<file path="config.mk">
export PLATFORM = sky130hd
export DESIGN_NAME = norm_arbiter
export DESIGN_NICKNAME = d
export VERILOG_FILES = /design/src/rtl/norm_arbiter_pkg.sv /design/src/rtl/norm_arbiter_rr_arb2.sv /design/src/rtl/norm_arbiter.sv
export SDC_FILE = /design/constraint.sdc
export NUM_CORES = 1
export LEC_CHECK = 0
export ABC_AREA = 1
export BUFFER_PORTS_ARGS = -buffer_cell sky130_fd_sc_hd__buf_2
export CELL_PAD_IN_SITES_DETAIL_PLACEMENT = 1
export CELL_PAD_IN_SITES_GLOBAL_PLACEMENT = 2
export CORE_MARGIN = 2
export CORE_UTILIZATION = 25
export DETAILED_ROUTE_END_ITERATION = 6
export PLACE_DENSITY_LB_ADDON = 0.1
export RECOVER_POWER = 50
export SYNTH_ARGS = -nofsm -noshare
export SYNTH_HDL_FRONTEND = slang
export SYNTH_SLANG_ARGS = --single-unit
</file>
<file path="constraint.sdc">
create_clock -name clk -period 15.2 [get_ports clk]
set_clock_uncertainty 0.2 [all_clocks]
set_input_delay 3.04 -clock clk [delete_from_list [all_inputs] [get_ports clk]]
set_output_delay 3.04 -clock clk [all_outputs]
set_load 0.05 [all_outputs]
</file>
<file path="src/rtl/norm_arbiter_pkg.sv">
// norm_arbiter_pkg: widths, source IDs and payload structs shared by the normalization arbiter.
package norm_arbiter_pkg;
  localparam int EXP_W = 10;
  localparam int FRAC_IN_W = 75;
  localparam int FRAC_OUT_W = 27;
  localparam logic SRC_A = 1'b0;
  localparam logic SRC_B = 1'b1;
  typedef struct packed {
    logic s;
    logic final_m;
    logic h_s;
    logic [EXP_W-1:0] exp;
    logic [FRAC_IN_W-1:0] frac;
  } op_t;
  typedef struct packed {
    logic s;
    logic [EXP_W-1:0] exp;
    logic [FRAC_OUT_W-1:0] frac;
    logic zero;
    logic denorm;
  } res_t;
endpackage

</file>
<file path="src/rtl/norm_arbiter_rr_arb2.sv">
// rr_arb2: two-way round-robin arbiter; ptr points at the requester favoured on the next contention.
module rr_arb2 (
  input  logic clk,
  input  logic rst,
  input  logic en,
  input  logic req_a,
  input  logic req_b,
  output logic gnt_a,
  output logic gnt_b
);
  logic ptr_q, ptr_d, sel_b;
  always_comb begin
    sel_b = req_b & (!req_a | ptr_q);
    gnt_a = en & !sel_b;
    gnt_b = en & sel_b;
    ptr_d = (en & req_a & req_b) ? !ptr_q : ptr_q;
  end
  always_ff @(posedge clk or posedge rst) begin
    if (rst) ptr_q <= 1'b0;
    else ptr_q <= ptr_d;
  end
endmodule

</file>
<file path="src/rtl/norm_arbiter.sv">
// norm_arbiter: round-robin sharing of one combinational normalization datapath between two requesters,
// with an issue register feeding the datapath and a tagged, backpressured result register.
module norm_arbiter
  import norm_arbiter_pkg::*;
#(
  parameter int TAG_W = 4
) (
  input  logic                  clk,
  input  logic                  rst,
  input  logic                  flush,
  input  logic                  a_valid,
  output logic                  a_ready,
  input  logic                  a_s,
  input  logic                  a_final_m,
  input  logic                  a_h_s,
  input  logic [EXP_W-1:0]      a_exp,
  input  logic [FRAC_IN_W-1:0]  a_frac,
  input  logic [TAG_W-1:0]      a_tag,
  input  logic                  b_valid,
  output logic                  b_ready,
  input  logic                  b_s,
  input  logic                  b_final_m,
  input  logic                  b_h_s,
  input  logic [EXP_W-1:0]      b_exp,
  input  logic [FRAC_IN_W-1:0]  b_frac,
  input  logic [TAG_W-1:0]      b_tag,
  output logic                  n_s,
  output logic                  n_final_m,
  output logic                  n_h_s,
  output logic [EXP_W-1:0]      n_exp,
  output logic [FRAC_IN_W-1:0]  n_frac,
  input  logic                  n_s_final,
  input  logic [EXP_W-1:0]      n_exp_norm,
  input  logic [FRAC_OUT_W-1:0] n_frac_norm,
  input  logic                  n_zero_m,
  input  logic                  n_denorm_m,
  output logic                  res_valid,
  input  logic                  res_ready,
  output logic                  res_src,
  output logic [TAG_W-1:0]      res_tag,
  output logic                  res_s,
  output logic [EXP_W-1:0]      res_exp,
  output logic [FRAC_OUT_W-1:0] res_frac,
  output logic                  res_zero,
  output logic                  res_denorm,
  output logic                  busy
);
  logic iss_v_q, iss_v_d, iss_src_q, iss_src_d, res_valid_q, res_valid_d, res_src_q, res_src_d;
  logic [TAG_W-1:0] iss_tag_q, iss_tag_d, res_tag_q, res_tag_d;
  op_t iss_op_q, iss_op_d;
  res_t res_q, res_d;
  logic res_en, iss_en, acc_a, acc_b, acc, ld;
  assign res_en = !res_valid_q | res_ready;
  assign iss_en = !iss_v_q | res_en;
  rr_arb2 u_arb (
    .clk  (clk),
    .rst  (rst),
    .en   (iss_en & !flush & !rst),
    .req_a(a_valid),
    .req_b(b_valid),
    .gnt_a(a_ready),
    .gnt_b(b_ready)
  );
  always_comb begin
    acc_a = a_ready & a_valid;
    acc_b = b_ready & b_valid;
    acc = acc_a | acc_b;
    ld = res_en & !flush;
    iss_v_d = flush ? 1'b0 : acc ? 1'b1 : res_en ? 1'b0 : iss_v_q;
    iss_src_d = acc ? (acc_b ? SRC_B : SRC_A) : iss_src_q;
    iss_tag_d = acc ? (acc_b ? b_tag : a_tag) : iss_tag_q;
    iss_op_d = acc ? (acc_b ? {b_s, b_final_m, b_h_s, b_exp, b_frac}
                            : {a_s, a_final_m, a_h_s, a_exp, a_frac}) : iss_op_q;
    res_valid_d = flush ? 1'b0 : res_en ? iss_v_q : res_valid_q;
    res_src_d = ld ? iss_src_q : res_src_q;
    res_tag_d = ld ? iss_tag_q : res_tag_q;
    res_d = ld ? {n_s_final, n_exp_norm, n_frac_norm, n_zero_m, n_denorm_m} : res_q;
  end
  always_ff @(posedge clk or posedge rst) begin
    if (rst) begin
      iss_v_q <= 1'b0;
      iss_src_q <= 1'b0;
      iss_tag_q <= '0;
      iss_op_q <= '0;
      res_valid_q <= 1'b0;
      res_src_q <= 1'b0;
      res_tag_q <= '0;
      res_q <= '0;
    end else begin
      iss_v_q <= iss_v_d;
      iss_src_q <= iss_src_d;
      iss_tag_q <= iss_tag_d;
      iss_op_q <= iss_op_d;
      res_valid_q <= res_valid_d;
      res_src_q <= res_src_d;
      res_tag_q <= res_tag_d;
      res_q <= res_d;
    end
  end
  assign {n_s, n_final_m, n_h_s, n_exp, n_frac} = iss_op_q;
  assign {res_s, res_exp, res_frac, res_zero, res_denorm} = res_q;
  assign res_valid = res_valid_q;
  assign res_src = res_src_q;
  assign res_tag = res_tag_q;
  assign busy = iss_v_q | res_valid_q;
endmodule

</file>
==> results.md, run 1 <==
Run status:
- The flow ran to the end, but the final reports show violations.
- The checks that failed: capacitance limit, slew limit.

Synth:
- Counting distinct cell types in the post-synthesis netlist gives 19.
- The share of the synthesized area in the top cell type is 50.7%.
- The mean cell area of the mapped netlist is 7.70 µm².
- The synthesized design contains 141 register bits.
- The leading register cell type out of synthesis is dfrtp_1.
- Counting flops with a built-in enable in the synthesized netlist gives 0.
- The net count after synthesis is 1133.
- In the synthesized netlist the async set-or-reset flop fraction comes to 100%.
- By instance count, the leading cell after synthesis is nand2_1.
- The netlist area before placement is 6950 µm².
- In the synthesized netlist, the cells that appear most often are 371 x nand2_1, 191 x inv_1, 141 x dfrtp_1.
- Yosys attributes the largest share of cell area to dfrtp_1 51%, nand2_1 20%, inv_1 10%.
- Summed over all instances, the cell type with the most area after synthesis is dfrtp_1.
- The sequential-to-total area share from yosys stat is 50.7%.
- The cell count after synthesis is 903.
- The yosys synthesis warning count is 0.

Pwr:
- The total power is 1.52 mW.
- The worst voltage drop across the vdd grid is 0.0686 mV.
- The analysis attributes to cell leakage a power of 5.42 nW.
- The ratio of total power to cell area is 159 nW/µm².

Critical path:
- The slack of the worst reg-to-reg path is 11.95 ns.
- At the worst endpoint, the arrival time is 3.90 ns.
- The logic depth of the worst register-to-register path is 7.
- The startpoint identified for the worst register-to-register timing path is res_valid$_DFFE_PP0P_.
- The worst setup path category is in -> out.
- Among cell families on the critical path, the largest total delay comes from simple AND/OR/NAND/NOR gates.
- The startpoint of the worst setup timing path is flush.
- For the worst setup path, the data required time is 11.96 ns.
- Of all nets on the critical path, the largest fanout is 3.
- The most frequent cell on the critical path is buf_2.
- The buffering stage count on the worst path with inverters included is 2.
- The nature of the critical path startpoint is an input pin.
- The endpoint of the most critical register-to-register path is iss_v_q$_DFFE_PP0P_.
- The destination of the critical timing path is a_ready.
- For this run, the slowest stage of the critical path takes 0.27 ns.
- The signal on the critical path passes through buf_2 -> nor2_2 -> nand2_1 -> nor2_1 -> buf_2.
- The endpoint kind of the worst setup timing path is an output pin.
- The critical path depth in cells is 5.
- The highest-delay cell along the critical path is buf_2.

Clocking:
- The cell at the root of the clock tree is clkbuf_16.
- The number of clock buffers added by TritonCTS is 17.
- TritonCTS built the clock tree.
- Counting along the longest clock path gives a buffer depth of 2.
- For the worst-skew pair, the clock arrives at the later sink with an insertion delay of 0.42 ns.
- The H-tree depth is 4.
- The count of hold buffers inserted by post-cts repair is 0.
- The post-cts gate resize count is 0.
- The number of setup buffers added after CTS is 0.
- The clock transition at the register clock pins on the worst setup and hold paths after CTS is 0.06 ns.
- CTS saw 141 sinks.

Die:
- Once the floorplan was initialized, standard cells occupied 25.2% of the core.
- The die is 171 µm wide.
- The total area inside the core boundary comes to 27600 µm².
- After floorplanning, the core was divided into 61 placement rows.
- The floorplan step defined a die boundary enclosing 29200 µm².
- The vertical extent of the die is 171 µm.
- The number of top-level pins is 367.

Timing:
- Based on the critical path, the design can be clocked at up to 0.140 GHz.
- The share of the clock period used by the worst path is 47.0%.
- Measured against its own limit, the worst slew margin works out to -164%.
- The actual transition at the worst max-transition pin is 3.94 ns.
- The number of failing hold endpoints at the final stage is 0.
- Counting I/O delays and the setup requirement, the final critical path takes 7.14 ns.
- After routing, the total negative slack on setup checks comes to 0 ns.
- Hold timing on the final database bottoms out at a slack of 0.277 ns.
- The number of pins with negative max-slew slack in the final report came to 130.
- Setup repair after global routing left no endpoint under its margin.
- The final worst slack is 8.06 ns.
- Setup violations remaining at the end of the flow were counted as 0.

Layout:
- For this run, the share of the core covered by cells in the final layout is 34.7%.
- The post-synthesis to final-layout area growth is 37.3%.
- The number of nets in the finished design is 1481.
- Cells with a size suffix above 1 make up 27.8% of the layout.
- The finished layout holds 1645 standard cells, fillers aside.
- With fillers left out, the area of the finished cells amounts to 9550 µm².

Detailed routing:
- The number of vias per cell is 4.03.
- Across all layers, the routed design uses 6622 vias.
- Before antenna repair, the detailed router went through 4 iterations.
- The routed length per instance is 15.3 µm.
- The total wirelength of the detailed-routed design is 25.1 mm.
- In this run, the number of DRC markers left after iteration 0 of detailed routing was 286.
- The number of routed nets with antenna violations is 0.
- In the routed design, unresolved DRC markers number 0.

Job:
- The max capacitance violation total is 2.

Placed design:
- The placer's final routability congestion estimate is 0.752.
- At the placement stage, the worst setup path has a slack of 8.04 ns.
- The placed instances occupy a cell area of 9090 µm².
- The number of placed instances, taps included, is 1610.
- Detailed placement ended at an HPWL of 17.4 mm.
- The number of I/O port buffers is 366.

Global routing:
- The maximum number of pins on one net before global-route repair is 94.
- The number of antenna violations at the first check in global routing is 5.
- The first global-routing pass estimated 38.1 mm of wire.
- The via count of the first global-routing pass came to 6714.
- The total grt overflow is 0.
- Global routing used 17.1% of the available tracks across all layers.

Min path:
- The tightest min-delay check is of the reg -> reg type.
## cells by family after synthesis
family	after synthesis	synth area share (%)
XOR/XNOR	1	0.126
AO/OA/AOI/OAI	98	7.05
buffers and inverters	237	14.0
flip-flops	141	50.7
multiplexers	44	7.13
AND/OR/NAND/NOR	382	20.9
## worst reg2reg max path: stages, from the launching register on
cell,delay [ns]
dfrtp_1,0.40
nand3_1,0.19
nand2_1,0.18
nor2_4,0.04
buf_4,0.28
nor2_4,0.90
buf_4,0.68
o21ai_0,0.23
## cells in the final DEF, fill, tap and decap left out, types with 2 or more instances in the layout
cell type    n
a21oi_1      2
buf_2      261
buf_4        6
clkbuf_1   106
clkbuf_16   17
dfrtp_1    141
diode_2      3
inv_1      190
inv_2        2
inv_6        5
inv_8        5
mux2_2      44
nand2_1    372
nand3_1      2
nor2_1       2
nor2_4       2
o21ai_0     94
o21ai_1      2
## flip-flops by register name, indices dropped and copies added (netlist names), 4 cells and up
register and cells:
iss_tag_q 4, n_exp 10, res_exp 10, res_tag 4
res_frac 27, n_frac 75
## worst min path at each step
| stage | from | endpoint | slack (ns) | depth (start not counted) |
|---|---|---|---|---|
| 4_1_cts | n_frac[26]$_DFFE_PP0P_ | n_frac[26]$_DFFE_PP0P_ | 0.28 | 2 |
| 3_5_place_dp | n_frac[10]$_DFFE_PP0P_ | n_frac[10]$_DFFE_PP0P_ | 0.26 | 2 |
| 2_1_floorplan | iss_tag_q[0]$_DFFE_PP0P_ | iss_tag_q[0]$_DFFE_PP0P_ | 0.24 | 2 |
| 6_report | iss_tag_q[0]$_DFFE_PP0P_ | iss_tag_q[0]$_DFFE_PP0P_ | 0.28 | 2 |
| 3_3_place_gp | n_frac[26]$_DFFE_PP0P_ | n_frac[26]$_DFFE_PP0P_ | 0.26 | 2 |
| 5_1_grt | iss_tag_q[0]$_DFFE_PP0P_ | iss_tag_q[0]$_DFFE_PP0P_ | 0.30 | 2 |
## power by group
part	switching (mW)	leakage (nW)	internal, mW
Clock	0.194	0.292	0.235
Sequential	0.0485	1.68	0.465
Combinational	0.456	3.45	0.119
Total	0.698	5.42	0.818
## cell type report
| class | instances | area (µm²) |
|---|---|---|
| Clock buffer | 17 | 425 |
| Sequential cell | 141 | 3530 |
| Fill cell | 3555 | 18000 |
| Clock inverter | 15 | 168 |
| Inverter | 193 | 726 |
| Timing Repair Buffer | 373 | 1750 |
| Tap cell | 378 | 473 |
| Multi-Input combinational cell | 525 | 2470 |
| Antenna cell | 3 | 7.51 |
## layer usage
metal	vias up	track usage, %	share of wire [%]
met2	199	29.0	49
met5	-	0	0.095
met1	3050	21.1	43
met4	4	5.65	1.8
li1	3343	-	-
met3	26	4.74	6.2
Note: power is estimated with default switching activity, not from simulation.
==> run 2: changes to the inputs <==
--- a/config.mk
+++ b/config.mk
@@ -10,7 +10,7 @@
 export CELL_PAD_IN_SITES_DETAIL_PLACEMENT = 1
 export CELL_PAD_IN_SITES_GLOBAL_PLACEMENT = 2
 export CORE_MARGIN = 2
-export CORE_UTILIZATION = 25
+export CORE_UTILIZATION = 21
 export DETAILED_ROUTE_END_ITERATION = 6
 export PLACE_DENSITY_LB_ADDON = 0.1
 export RECOVER_POWER = 50
==> constraint.sdc (replaced) <==
create_clock -name clk -period 5.88 [get_ports clk]
set_clock_uncertainty 0.2 [all_clocks]
set_input_delay 1.176 -clock clk [delete_from_list [all_inputs] [get_ports clk]]
set_output_delay 1.176 -clock clk [all_outputs]
set_load 0.05 [all_outputs]
==> results.md, run 2 (synthesized netlist as in run 1, its figures left out) <==
Global routing:
- The wire length of the first global-routing pass is 39.6 mm.
- The number of antenna violations at the first check in global routing came to 8.
- Global routing used 15.3% of the available tracks across all layers.
- The total grt overflow is 0.
- Entering global routing, the biggest net connects 63 pins.
- The via count of the first global-routing pass is 7037.

Run status:
- The flow ran to the end, but the final reports show violations.
- The final reports fail on capacitance limit, slew limit.

Job:
- The max capacitance violation total is 2.

Pwr:
- The worst voltage drop across the vdd grid is 0.186 mV.
- The ratio of total power to cell area is 404 nW/µm².
- The total power is 3.93 mW.
- Summed over all cells, the static leakage comes to 5.66 nW.

Clocking:
- Clock-pin slew was measured on the worst setup and hold paths at 0.07 ns.
- The number of CTS-inserted buffers is 17.
- The TritonCTS clock tree is done.
- The tree is rooted in a clkbuf_16.
- The number of clock sinks seen by CTS is 141.
- The maximum clock path buffer count is 2.
- The count of hold buffers inserted by post-cts repair is 0.
- CTS built an H-tree with a depth of 4.
- After clock tree synthesis, the setup repair step added 0 buffers.
- The post-cts gate resize count is 0.
- The clock latency of the later-clocked register in the worst-skew pair is 0.43 ns.

Die:
- The region available for standard cell placement spans 32500 µm².
- Pin placement for this block handled 367 I/O pins.
- The die is 186 µm tall.
- The initialized floorplan defines 66 standard-cell rows.
- The die covers 34600 µm².
- The initial core utilization is 21.4%.
- The die span in x is 186 µm.

Critical path:
- The worst setup path is captured at an asynchronous set/reset pin.
- The logic depth of the worst register-to-register path is 4.
- STA classifies the critical path startpoint as an input pin.
- The maximum fanout count along the critical path is 60.
- Data on the critical path is required at its endpoint by 6.06 ns.
- The slack of the worst reg-to-reg path is 2.65 ns.
- The critical path data arrival time is 4.09 ns.
- By startpoint and endpoint, the worst setup path is classified as in -> async.

Layout:
- The register with the most flip-flops in the layout has 75 of them.
- The number of nets in the finished design is 1483.
- The filler cell count in the final layout is 4107.
- The post-route netlist has 34.5% of its cells at a drive strength greater than 1.
- The finished cells cover 9730 µm².
- The library cells used most frequently in the layout, excluding fill and tap cells, are 371 x nand2_1, 343 x buf_2, 190 x inv_1.
- The commonest non-fill, non-tap cell in the layout is nand2_1.
- Compared with the post-synthesis result, the final layout area differs by 40.0%.

Detailed routing:
- The count of nets left with antenna violations once routing finished came out at 0.
- The total wirelength of the detailed-routed design is 26.2 mm.
- After the first detailed-routing iteration, the DRC count stood at 182.
- For this run, design rule violations remaining after detail routing come to 0.
- Detailed routing inserted a total of 6713 vias.
- Using the TritonRoute via totals, the vias-per-cell ratio works out to 3.92.
- For this run, the detailed router's first-pass iteration total came to 4.
- Dividing the detail-routed wire length by the instance count gives 15.3 µm.

Timing:
- The number of pins with negative max-slew slack in the final report came to 108.
- Setup total negative slack on the finished layout was measured at 0 ns.
- Of the available clock period, the critical path in the final layout requires 66.4%.
- Setup violations remaining at the end of the flow were counted as 0.
- The actual transition at the worst max-transition pin is 2.98 ns.
- Setup repair after global routing left no endpoint under its margin.
- The timing-limited maximum frequency is 0.256 GHz.
- Headroom to the max-slew limit came out at -99.9%.
- The final critical delay including setup and external delays is 3.90 ns.
- The tightest hold path in the finished design has a slack of 0.272 ns.
- The number of failing hold endpoints at the final stage came to 0.

Placed design:
- The cell area after placement is 9190 µm².
- The placer's final routability congestion estimate is 0.730.
- The number of I/O port buffers is 366.
- The detailed placer's ending HPWL is 18.6 mm.

Min path:
- The tightest min-delay check is of the reg -> reg type.
- Counting instances, the worst hold path has a depth of 2.
run 2: changes by cell type in the layout (fill, tap and decap cells not counted), moves of 2 or more:
| cell | previous run | this run |
|---|---|---|
| inv_6 | 5 | 7 |
| clkbuf_1 | 106 | 24 |
| diode_2 | 3 | 5 |
| buf_2 | 261 | 343 |
| clkbuf_2 | 0 | 2 |
| inv_8 | 5 | 1 |
run 2: worst max-delay path: stages:
cell and delay [ns]:
clkbuf_1 0.10, clkinvlp_2 1.64, clkbuf_2 1.07
run 2: metal layers:
metal	up-vias	track usage [%]	part of all wire, %
li1	3350	-	-
met1	3145	17.6	42
met2	198	26.3	49
met3	18	6.03	7.9
met4	2	4.47	1.2
met5	-	0	0.050
run 2: layout make-up:
type | count | area [µm²] | share of cell area [%]
Antenna cell | 5 | 12.5 | 0.129
Sequential cell | 141 | 3530 | 36.3
Tap cell | 442 | 553 | 5.68
Multi-Input combinational cell | 525 | 2480 | 25.5
Clock buffer | 18 | 439 | 4.51
Inverter | 193 | 726 | 7.46
Timing Repair Buffer | 375 | 1860 | 19.1
Clock inverter | 13 | 130 | 1.34
run 2: path summary, 6_finish.rpt:
| check | start | to |
|---|---|---|
| min in group asynchronous | rst | res_valid$_DFFE_PP0P_ |
| worst max register to register | res_valid$_DFFE_PP0P_ | res_exp[7]$_DFFE_PP0P_ |
| max in group clk | res_ready | res_exp[7]$_DFFE_PP0P_ |
| worst max-delay path | rst | n_frac[0]$_DFFE_PP0P_ |
| worst min-delay path | n_frac[45]$_DFFE_PP0P_ | n_frac[45]$_DFFE_PP0P_ |
| worst min register to register | n_frac[45]$_DFFE_PP0P_ | n_frac[45]$_DFFE_PP0P_ |
run 2: stage by stage:
step	instances	worst slack [ns]	util, %
floorplan	903	0.723	-
global placement	1676	2.33	28.2
detailed placement	1676	2.26	28.2
CTS	1707	2.40	30.0
global route	1711	1.32	29.9
finish	1712	1.98	29.9
run 2: where the power goes:
part           total (mW)  internal, mW  switching [mW]
logic                1.54         0.347            1.19
registers            1.32          1.20           0.117
clock network        1.08         0.603           0.473
==> run 3: changes to the inputs <==
--- a/config.mk
+++ b/config.mk
@@ -10,7 +10,7 @@
 export CELL_PAD_IN_SITES_DETAIL_PLACEMENT = 1
 export CELL_PAD_IN_SITES_GLOBAL_PLACEMENT = 2
 export CORE_MARGIN = 2
-export CORE_UTILIZATION = 21
+export CORE_UTILIZATION = 24
 export DETAILED_ROUTE_END_ITERATION = 6
 export PLACE_DENSITY_LB_ADDON = 0.1
 export RECOVER_POWER = 50
==> constraint.sdc (replaced) <==
create_clock -name clk -period 3.9 [get_ports clk]
set_clock_uncertainty 0.2 [all_clocks]
set_input_delay 0.78 -clock clk [delete_from_list [all_inputs] [get_ports clk]]
set_output_delay 0.78 -clock clk [all_outputs]
set_load 0.05 [all_outputs]
==> results.md, run 3 (synthesized netlist as in run 1, its figures left out) <==
Pwr:
- The sequential cell fraction of total power is 33.4%.
- The worst voltage drop across the vdd grid is 0.265 mV.
- The ratio of total power to cell area is 617 nW/µm².
- The clock power share is 28.2%.
- The static leakage power is 5.57 nW.
- Of the total power, the share spent switching nets is 45.7%.
- The design internal power is 3.22 mW.
- Of the total power, combinational logic draws 38.4%.
- The total net switching power is 2.72 mW.

Timing:
- In this run the tightest slew margin relative to its limit is -11.6%.
- Setup violations remaining at the end of the flow were counted as 0.
- Setup repair after global routing left no endpoint under its margin.
- For the pin with the worst max-slew slack, the measured transition is 1.67 ns.
- For the finished layout, the period the worst path requires is 3.01 ns.
- Derived from the worst setup path, the maximum achievable clock frequency is 0.332 GHz.
- Final hold analysis gives a worst-case slack of 0.274 ns.
- The share of the clock period used by the worst path is 77.3%.
- The number of failing hold endpoints at the final stage is 0.
- For the final routed database, the setup TNS stands at 0 ns.
- The number of pins with negative max-slew slack in the final report was 124.

Detailed routing:
- Once detail routing completed, the nets flagged for antenna violations numbered 0.
- The post-detailed-route DRC marker count is 0.
- The routed length per instance is 15.1 µm.
- The first detailed-routing pass ran for 4 iterations.
- Using the TritonRoute via totals, the vias-per-cell ratio works out to 4.06.
- The routed design has 24.9 mm of wire.
- The number of DRC violations after detailed-routing iteration 0 is 239.
- The detailed router placed 6706 vias in this run.

Layout:
- The share of final-layout standard cells stronger than drive strength 1 is 31.8%.
- The post-synthesis to final-layout area growth is 38.6%.
- The flip-flop count of the largest register after layout is 75.
- The finished cells cover 9630 µm².
- The number of nets in the finished design is 1484.
- The commonest non-fill, non-tap cell in the layout is nand2_1.
- At the end of the flow the core is filled with cells to 33.7%.
- After the flow finishes, the layout carries non-filler instances totaling 1652.
- Leaving out fill and tap cells, the most frequent cells in the layout are 372 x nand2_1, 309 x buf_2, 190 x inv_1.

Run status:
- The checks that failed: capacitance limit, slew limit.
- The run finished, with violations left.

Placed design:
- Counting tap cells, the placed design contains a total of 1619 instances.
- The placed instances occupy a cell area of 9150 µm².
- The HPWL after detailed placement is 17.9 mm.
- The number of I/O port buffers is 366.
- The congestion estimate from routability-driven global placement came to 0.730.

Min path:
- The worst min-delay path class is reg -> reg.

Die:
- Once the floorplan was initialized, standard cells occupied 24.3% of the core.
- For this design the top-level I/O count stands at 367.
- The floorplan step defined a die boundary enclosing 30300 µm².
- The total area inside the core boundary comes to 28600 µm².
- The row count is 62.
- In this run the horizontal extent of the chip is 174 µm.
- Measured along the y axis, the die boundary spans 174 µm.

Global routing:
- The first global-routing pass estimated 39.2 mm of wire.
- The via count of the first global-routing pass is 6975.
- The maximum number of pins on one net before global-route repair is 94.
- The combined global-route utilization of all metal layers is 16.7%.
- The number of antenna violations at the first check in global routing is 4.
- The total grt overflow is 0.

Clocking:
- The post-cts gate resize count is 0.
- The clock transition at the register clock pins on the worst setup and hold paths after CTS is 0.06 ns.
- The later pin in the worst-skew pair is clocked with a latency of 0.42 ns.
- Hold repair after CTS inserted 0 buffers.
- Counting every sink on the clock net gives 141.
- The H-tree depth is 4.
- The total setup buffers inserted after CTS is 0.
- The number of CTS-inserted buffers is 17.
- The TritonCTS clock tree is done.
- The maximum clock path buffer count is 2.
- In this run the clock root is driven by a clkbuf_16.

Critical path:
- The data required time of the worst path is 2.92 ns.
- The worst setup path category is in -> out.
- The worst setup path is launched from an input pin.
- The maximum fanout count along the critical path is 16.
- STA classifies the critical path endpoint as an output pin.
- Data on the critical path arrives at its endpoint at 2.03 ns.

Job:
- The max capacitance violation total is 2.
==> run 3: cell count changes in the layout (fill, tap and decap cells not counted), sizes merged <==
cell / change
clkinvlp: +1
clkbuf: +32
clkinv: +1
diode: -4
buf: -32
==> run 3: final cells by class <==
cell class	count	area [µm²]
Fill cell	3642	19000
Sequential cell	141	3530
Multi-Input combinational cell	525	2470
Timing Repair Buffer	376	1830
Inverter	193	726
Tap cell	384	480
Clock buffer	17	425
Clock inverter	15	175
Antenna cell	1	2.50
==> run 3: power by group through the flow <==
stage	clock, mW	combinational, mW	sequential (mW)
floorplan	0	0.498	3.18
global placement	0	2.36	2.00
detailed placement	0	2.37	2.01
CTS	1.73	2.37	1.99
global route	1.79	2.46	2.04
finish	1.67	2.28	1.99
==> run 3: worst paths after layout <==
| kind | start | slack [ns] | endpoint | depth (start not counted) |
|---|---|---|---|---|
| setup / recovery | flush | 0.89 | b_ready | 5 |
| hold / removal | n_frac[15]$_DFFE_PP0P_ | 0.27 | n_frac[15]$_DFFE_PP0P_ | 2 |
| setup reg to reg | res_valid$_DFFE_PP0P_ | 1.26 | n_frac[10]$_DFFE_PP0P_ | 7 |
| hold reg to reg | n_frac[15]$_DFFE_PP0P_ | 0.27 | n_frac[15]$_DFFE_PP0P_ | 2 |
| max in group asynchronous | rst | 1.05 | res_frac[23]$_DFFE_PP0P_ | 3 |
| min in group asynchronous | rst | 0.33 | n_frac[0]$_DFFE_PP0P_ | 2 |
==> run 3: layer usage <==
metal	vias up	GRT usage, %	wire length, µm	share of wire (%)
met5	-	0	38	0.15
met4	6	4.69	335	1.3
met3	30	5.71	1910	7.7
met2	208	28.6	12300	49
met1	3108	19.9	10300	41
li1	3354	-	-	-
==> run 3: per-stage QoR <==
step / power, mW / setup WS (ns)
after detailed placement: 4.37 / 0.786
after global routing: 6.29 / 0.586
after floorplan: 3.68 / 1.16
final: 5.94 / 0.887
after CTS: 6.09 / 0.785
after global placement: 4.36 / 0.803
==> run 3: worst max-delay path, cell delays in order <==
cell and delay (ns):
buf_2 0.12, nor2_2 0.20, nand2_1 0.14, nor2_4 0.42, buf_2 0.37
